$ cat config.mk
export PLATFORM = sky130hd
export DESIGN_NAME = button_op_ctrl
export DESIGN_NICKNAME = d
export VERILOG_FILES = /design/src/rtl/common_pkg.sv /design/src/rtl/button_debounce.sv /design/src/rtl/button_op_ctrl.sv
export SDC_FILE = /design/constraint.sdc
export NUM_CORES = 1
export LEC_CHECK = 0
export CAP_MARGIN = 0
export CORE_AREA = 3 3 165 167
export DETAILED_ROUTE_END_ITERATION = 7
export DIE_AREA = 0 0 168 170
export DONT_BUFFER_PORTS = 1
export PLACE_DENSITY = 0.52
export SETUP_SLACK_MARGIN = 0.2
export SYNTH_ARGS = -nofsm -noshare
export SYNTH_HDL_FRONTEND = slang
export SYNTH_SLANG_ARGS = --single-unit
$ cat constraint.sdc
create_clock -name clk -period 2.6 [get_ports clk]
set_input_delay 0.65 -clock clk [delete_from_list [all_inputs] [get_ports clk]]
set_output_delay 0.65 -clock clk [all_outputs]
set_load 0.02 [all_outputs]
$ cat src/rtl/common_pkg.sv
// ============================================================================
//  Module      : common_pkg
//  Description : Shared types and defaults for the clock UI path.
//                con_op_t   - raw/debounced push-button levels (1 = pressed)
//                clock_op_t - single-cycle command pulses to the clock core
//                ui_mode_t  - UI mode of the button controller
//                *_DEFAULT  - default timing constants for button_op_ctrl
//  Revision    : 1.0 - initial release
// ============================================================================
`default_nettype none

package common_pkg;

    // Bit order (MSB..LSB): display, set_time, set_alarm, toggle_alarm, left, up
    typedef struct packed {
        logic display;
        logic set_time;
        logic set_alarm;
        logic toggle_alarm;
        logic left;
        logic up;
    } con_op_t;

    typedef struct packed {
        logic clock_do_display_time;
        logic clock_do_set_time;
        logic clock_do_set_alarm;
        logic clock_do_toggle_alarm;
        logic clock_do_left;
        logic clock_do_up;
    } clock_op_t;

    typedef enum logic [1:0] {
        MODE_DISPLAY   = 2'd0,
        MODE_SET_TIME  = 2'd1,
        MODE_SET_ALARM = 2'd2
    } ui_mode_t;

    localparam int DEB_CYCLES_DEFAULT    = 20000;
    localparam int HOLD_CYCLES_DEFAULT   = 500000;
    localparam int REPEAT_CYCLES_DEFAULT = 100000;
    localparam int CNT_W_DEFAULT         = 20;

endpackage : common_pkg

`default_nettype wire

$ cat src/rtl/button_debounce.sv
// ============================================================================
//  Module      : button_debounce
//  Description : One button channel: 2-flop synchroniser, counter debounce
//                and rising-edge (press) detection.
//  Ports       : clk     - system clock
//                rst     - synchronous active-high reset
//                i_raw   - raw asynchronous button level
//                o_db    - debounced level
//                o_rise  - high for the one cycle in which o_db goes 0 -> 1
//  Revision    : 1.0 - initial release
// ============================================================================
`default_nettype none

module button_debounce #(
    parameter int DEB_CYCLES = 20000,
    parameter int CNT_W      = 20
) (
    input  logic clk,
    input  logic rst,
    input  logic i_raw,
    output logic o_db,
    output logic o_rise
);

    localparam logic [CNT_W-1:0] c_deb_last = CNT_W'(DEB_CYCLES - 1);

    logic [1:0]       r_sync;
    logic             r_db;
    logic             r_db_prev;
    logic [CNT_W-1:0] r_cnt;

    always_ff @(posedge clk) begin
        if (rst) begin
            r_sync    <= 2'b00;
            r_db      <= 1'b0;
            r_db_prev <= 1'b0;
            r_cnt     <= '0;
        end else begin
            r_sync    <= {r_sync[0], i_raw};
            r_db_prev <= r_db;
            if (r_sync[1] != r_db) begin
                // The level must disagree for DEB_CYCLES consecutive samples
                // before it is accepted; any agreeing sample restarts the run.
                if (r_cnt == c_deb_last) begin
                    r_db  <= r_sync[1];
                    r_cnt <= '0;
                end else if (r_cnt != '1) begin
                    r_cnt <= r_cnt + 1'b1;
                end
            end else begin
                r_cnt <= '0;
            end
        end
    end

    assign o_db   = r_db;
    assign o_rise = r_db & ~r_db_prev;

endmodule : button_debounce

`default_nettype wire

$ cat src/rtl/button_op_ctrl.sv
// ============================================================================
//  Module      : button_op_ctrl
//  Description : Converts raw push-button levels into clean single-cycle
//                clock commands: per-button debounce, UI mode FSM, priority
//                resolution of simultaneous mode presses and optional
//                press-and-hold auto-repeat on "up".
//  Ports       : clk        - system clock
//                rst        - synchronous active-high reset
//                but_i      - raw button levels (con_op_t, 1 = pressed)
//                op_o       - registered one-cycle command pulses (clock_op_t)
//                mode_o     - current UI mode
//                alarm_en_o - alarm-armed flag
//                but_db_o   - debounced button levels, con_op_t bit order
//  Options     : BUTTON_AUTOREPEAT_EN - when defined, holding "up" in a set
//                mode produces a first repeat after HOLD_CYCLES and then one
//                pulse every REPEAT_CYCLES; otherwise one pulse per press.
//  Revision    : 1.0 - initial release
// ============================================================================
`default_nettype none

module button_op_ctrl
    import common_pkg::*;
#(
    parameter int DEB_CYCLES    = DEB_CYCLES_DEFAULT,
    parameter int HOLD_CYCLES   = HOLD_CYCLES_DEFAULT,
    parameter int REPEAT_CYCLES = REPEAT_CYCLES_DEFAULT,
    parameter int CNT_W         = CNT_W_DEFAULT
) (
    input  logic       clk,
    input  logic       rst,
    input  con_op_t    but_i,
    output clock_op_t  op_o,
    output ui_mode_t   mode_o,
    output logic       alarm_en_o,
    output logic [5:0] but_db_o
);

    logic [5:0] w_raw;
    logic [5:0] w_db;
    logic [5:0] w_rise;
    con_op_t    w_press;
    con_op_t    w_db_lvl;

    assign w_raw = but_i;

    for (genvar gi = 0; gi < 6; gi++) begin : g_chan
        button_debounce #(
            .DEB_CYCLES (DEB_CYCLES),
            .CNT_W      (CNT_W)
        ) u_deb (
            .clk    (clk),
            .rst    (rst),
            .i_raw  (w_raw[gi]),
            .o_db   (w_db[gi]),
            .o_rise (w_rise[gi])
        );
    end

    assign w_press  = con_op_t'(w_rise);
    assign w_db_lvl = con_op_t'(w_db);
    assign but_db_o = w_db;

    ui_mode_t  r_mode;
    ui_mode_t  w_mode_next;
    clock_op_t r_op;
    clock_op_t w_op;
    logic      r_alarm_en;
    logic      w_mode_hit;
    logic      w_set_mode;
    logic      w_up_accept;
    logic      w_rep_fire;

    // Any mode button press, including a re-press of the current mode.
    assign w_mode_hit = w_press.display | w_press.set_time | w_press.set_alarm;

    always_comb begin
        w_mode_next = r_mode;
        w_op        = '0;
        // Priority: display > set_time > set_alarm.
        if (w_press.display) begin
            w_mode_next                = MODE_DISPLAY;
            w_op.clock_do_display_time = 1'b1;
        end else if (w_press.set_time) begin
            w_mode_next            = MODE_SET_TIME;
            w_op.clock_do_set_time = 1'b1;
        end else if (w_press.set_alarm) begin
            w_mode_next             = MODE_SET_ALARM;
            w_op.clock_do_set_alarm = 1'b1;
        end
        w_op.clock_do_toggle_alarm = w_press.toggle_alarm;
        // left/up are judged against the mode being entered this cycle.
        w_set_mode         = (w_mode_next != MODE_DISPLAY);
        w_up_accept        = w_press.up & w_set_mode;
        w_op.clock_do_left = w_press.left & w_set_mode;
        w_op.clock_do_up   = (w_press.up | w_rep_fire) & w_set_mode;
    end

`ifdef BUTTON_AUTOREPEAT_EN
    localparam logic [CNT_W-1:0] c_hold   = CNT_W'(HOLD_CYCLES);
    localparam logic [CNT_W-1:0] c_period = CNT_W'(REPEAT_CYCLES);

    logic             r_rep_arm;  // an accepted up press is being held
    logic             r_rep_run;  // hold phase over, periodic phase active
    logic [CNT_W-1:0] r_rep_cnt;

    // Counter holds the number of cycles since the press (or last repeat),
    // so it equals 1 in the cycle the press pulse is on op_o.
    always_comb begin
        w_rep_fire = 1'b0;
        if (r_rep_arm && w_db_lvl.up && !w_mode_hit) begin
            w_rep_fire = r_rep_run ? (r_rep_cnt == c_period)
                                   : (r_rep_cnt == c_hold);
        end
    end

    always_ff @(posedge clk) begin
        if (rst) begin
            r_rep_arm <= 1'b0;
            r_rep_run <= 1'b0;
            r_rep_cnt <= '0;
        end else if (w_up_accept) begin
            r_rep_arm <= 1'b1;
            r_rep_run <= 1'b0;
            r_rep_cnt <= CNT_W'(1);
        end else if (w_mode_hit || !w_db_lvl.up) begin
            r_rep_arm <= 1'b0;
            r_rep_run <= 1'b0;
            r_rep_cnt <= '0;
        end else if (r_rep_arm) begin
            if (w_rep_fire) begin
                r_rep_run <= 1'b1;
                r_rep_cnt <= CNT_W'(1);
            end else if (r_rep_cnt != '1) begin
                r_rep_cnt <= r_rep_cnt + 1'b1;
            end
        end
    end
`else
    logic w_unused_rep;
    assign w_unused_rep = ^{32'(HOLD_CYCLES), 32'(REPEAT_CYCLES)};
    assign w_rep_fire   = 1'b0;
`endif

    always_ff @(posedge clk) begin
        if (rst) begin
            r_mode     <= MODE_DISPLAY;
            r_op       <= '0;
            r_alarm_en <= 1'b0;
        end else begin
            r_mode     <= w_mode_next;
            r_op       <= w_op;
            r_alarm_en <= r_alarm_en ^ w_press.toggle_alarm;
        end
    end

    assign op_o       = r_op;
    assign mode_o     = r_mode;
    assign alarm_en_o = r_alarm_en;

endmodule : button_op_ctrl

`default_nettype wire

==> metrics.cfg <==
[cts]
ctsHtreeMaxLevel=4
root_buffer=clkbuf_16
path_clk_slew_ns=0.07
clock_latency_ns=0.42
hold_buffers=0
post_cts_resize_count=0
cts_setup_buffers=0
clock_path_buffers=2
numClockSinks=153
cts_tree=done
cts_buffers=17

[power_and_ir_drop]
combPwrFrac=0.010
p_clk_frac=0.536
peakVddDrop_mv=0.405
power_switching_mw=1.07
swShare=0.205
p_leak_nw=2.51
p_per_area_nw_per_um2=592
p_seq_frac=0.453
p_int_mw=4.14

[min_path]
whs_endpoint=g_chan[1].u_deb.o_db$_SDFFE_PP0P_
hp-class=primary input to register
hp-start=rst
min_path_cells=1

[yosys]
syn_inst=936
yosysUniqueCellTypes=50
synth_fp_nets=950
dominantRegCellSynth=dfxtp_1
synth-compound-area-share=0.181
async_flop_share=0
synth_xor_area_frac=0.00906
synth_area_um2=7730
yosys_warnings=0
synth_top_family_by_area=simple AND/OR/NAND/NOR gates
avgSynthCellArea_um2=8.26
ys_seq_area_frac=0.396
synth-edff-count=0
synth_simple_gate_area_share=0.325
ys_ff_latch=153
synthAdderAreaFrac=0.00971
synth_mux_area_frac=0.0427

[critical_path]
r2r-end=g_chan[5].u_deb.r_cnt[14]$_SDFFE_PP0P_
cp.buffers_inverters=0
cp_max_fo=8
cp_slowest_cell=or4_1
cpPeakStageDelay_ns=0.66
worst_ep_required_time_ns=2.96
critPathArrivalTime_ns=2.42
regToRegStartpoint=g_chan[5].u_deb.r_cnt[0]$_SDFFE_PP0P_
reg2reg_slack_ns=0.54
reg2reg_depth=5
start_kind=register
end_kind=register
cp_cell_sequence=ha_1, nand3_1, or4_1, or3_1, a21oi_1
crit_family=simple AND/OR/NAND/NOR gates
path_class=register to register

[sta]
rsz0062_at_grt=no
slew_headroom=0.548
hold_violations=0
hold_ws_ns=0.307
slew_viol_final=0
setup_violations=0
min_period_over_period=0.790
fin_skew_ns=0.00974
worst_pin_slew_ns=0.672
tns_ns=0
fin_crit_ns=2.06
max_freq_mhz=487

[die]
die_x_um=168
io_pins=23
die_h_um=170
dieArea_um2=28600
start_util=0.299
row_count=59
core_area_um2=25900

[finish]
diodes=0
layout_common_cells=dfxtp_1 (153), a21oi_1 (68), nand2_1 (59), nor3_1 (58)
final_nets=947
area_growth_pct=13.9
fillers=2645
layout-drive-gt1-share=0.0708
layout_commonest_cell=dfxtp_1

[job]
drv_cap=0

[global_routing]
grt_overflow=0
grt_pass1_vias=6560
grt_usage=0.131
grt_max_degree=62
grt_first_pass_wirelength_um=31800
antenna_found_initial=0

[route]
routed_wl_um=18600
met2WireLength_um=8450
dr.pass1.iters=4
via_per_inst=5.49
drc=0
wl_met1_um=9160
drtIter0Drc=323
wl_met3_um=778
wl_per_cell_um=14.5
antenna_left=0
vias=7028
top_layer_used=met4

[place]
dp_hpwl_um=12900
portBuffers=0
routabilityCongestion=0.802

[status]
status=finished clean

metal layers:
| layer | global-route usage | vias to the layer above |
|---|---|---|
| met1 | 0.176 | 3289 |
| met4 | 0.0423 | 0 |
| li1 | - | 3608 |
| met3 | 0.0286 | 19 |
| met5 | 0 | - |
| met2 | 0.211 | 112 |
registers in the layout, summed over array words and instances, names as in the netlist:
register	cells
op_o	6
g_chan.u_deb.o_db	6
g_chan.u_deb.r_cnt	120
mode_o	2
g_chan.u_deb.r_db_prev	6
alarm_en_o	1
g_chan.u_deb.r_sync	12
cell type report:
| cell class | count | area, um^2 | share of cell area |
|---|---|---|---|
| Tap cell | 335 | 419 | 0.0476 |
| Clock buffer | 19 | 453 | 0.0514 |
| Sequential cell | 153 | 3060 | 0.348 |
| Timing Repair Buffer | 25 | 188 | 0.0213 |
| Inverter | 19 | 71.3 | 0.00810 |
| Clock inverter | 13 | 215 | 0.0244 |
| Multi-Input combinational cell | 717 | 4400 | 0.499 |
stage by stage:
stage / power [mW] / area (um^2) / setup WS (ns) / util / cells
2_1_floorplan: 2.46 / 7730 / 0.654 / - / 936
3_3_place_gp: 2.47 / 8140 / 0.603 / 0.314 / 1249
3_5_place_dp: 2.47 / 8140 / 0.539 / 0.314 / 1249
4_1_cts: 5.30 / 8810 / 0.561 / 0.340 / 1281
5_1_grt: 5.40 / 8810 / 0.371 / 0.340 / 1281
6_report: 5.21 / 8810 / 0.545 / 0.340 / 1281
cell usage after synthesis (8+ instances only):
cell        n  share of area
dfxtp_1   153           0.40
a21oi_1    68          0.044
nand2_1    59          0.029
nor3_1     58          0.038
o21ai_0    51          0.033
nand3_1    50          0.032
or3_1      46          0.037
nand4_1    44          0.036
nor2_1     44          0.021
clkbuf_1   34          0.016
mux2i_1    33          0.043
a211oi_1   27          0.026
nor4_1     27          0.022
nor2b_1    25          0.020
or4_1      22          0.021
a31oi_1    21          0.017
and4_1     19          0.022
inv_1      19         0.0092
o211ai_1   19          0.018
o31ai_1    16          0.016
and3_1     13          0.011
a21boi_0    9         0.0087
xnor2_1     8         0.0091
cells by family (layout without fill, tap and decap cells):
logic type      Yosys count  after routing
xor+xnor                  8              8
simple gates            441            441
mux                      33             33
fa+ha+maj                 6              6
flops                   153            153
compound gates          229            229
buf+inv                  66             76
power groups by stage:
stage / Combinational, mW / Clock [mW] / Sequential [mW]
floorplan: 0.0519 / 0 / 2.41
global placement: 0.0550 / 0 / 2.41
detailed placement: 0.0554 / 0 / 2.41
CTS: 0.0554 / 2.88 / 2.36
global route: 0.0631 / 2.97 / 2.36
finish: 0.0544 / 2.80 / 2.36
worst max-delay path by stage:
stage | slack (ns) | start | cells after the start | to
2_1_floorplan | 0.65 | rst | 5 | g_chan[4].u_deb.o_db$_SDFFE_PP0P_
6_report | 0.54 | g_chan[5].u_deb.r_cnt[0]$_SDFFE_PP0P_ | 5 | g_chan[5].u_deb.r_cnt[14]$_SDFFE_PP0P_
3_5_place_dp | 0.54 | g_chan[5].u_deb.r_cnt[0]$_SDFFE_PP0P_ | 5 | g_chan[5].u_deb.r_cnt[14]$_SDFFE_PP0P_
3_3_place_gp | 0.60 | g_chan[5].u_deb.r_cnt[0]$_SDFFE_PP0P_ | 5 | g_chan[5].u_deb.r_cnt[14]$_SDFFE_PP0P_
4_1_cts | 0.56 | g_chan[5].u_deb.r_cnt[0]$_SDFFE_PP0P_ | 5 | g_chan[5].u_deb.r_cnt[14]$_SDFFE_PP0P_
5_1_grt | 0.37 | g_chan[5].u_deb.r_cnt[0]$_SDFFE_PP0P_ | 5 | g_chan[5].u_deb.r_cnt[2]$_SDFFE_PP0P_
No activity file was read; power rests on OpenSTA's default activity.
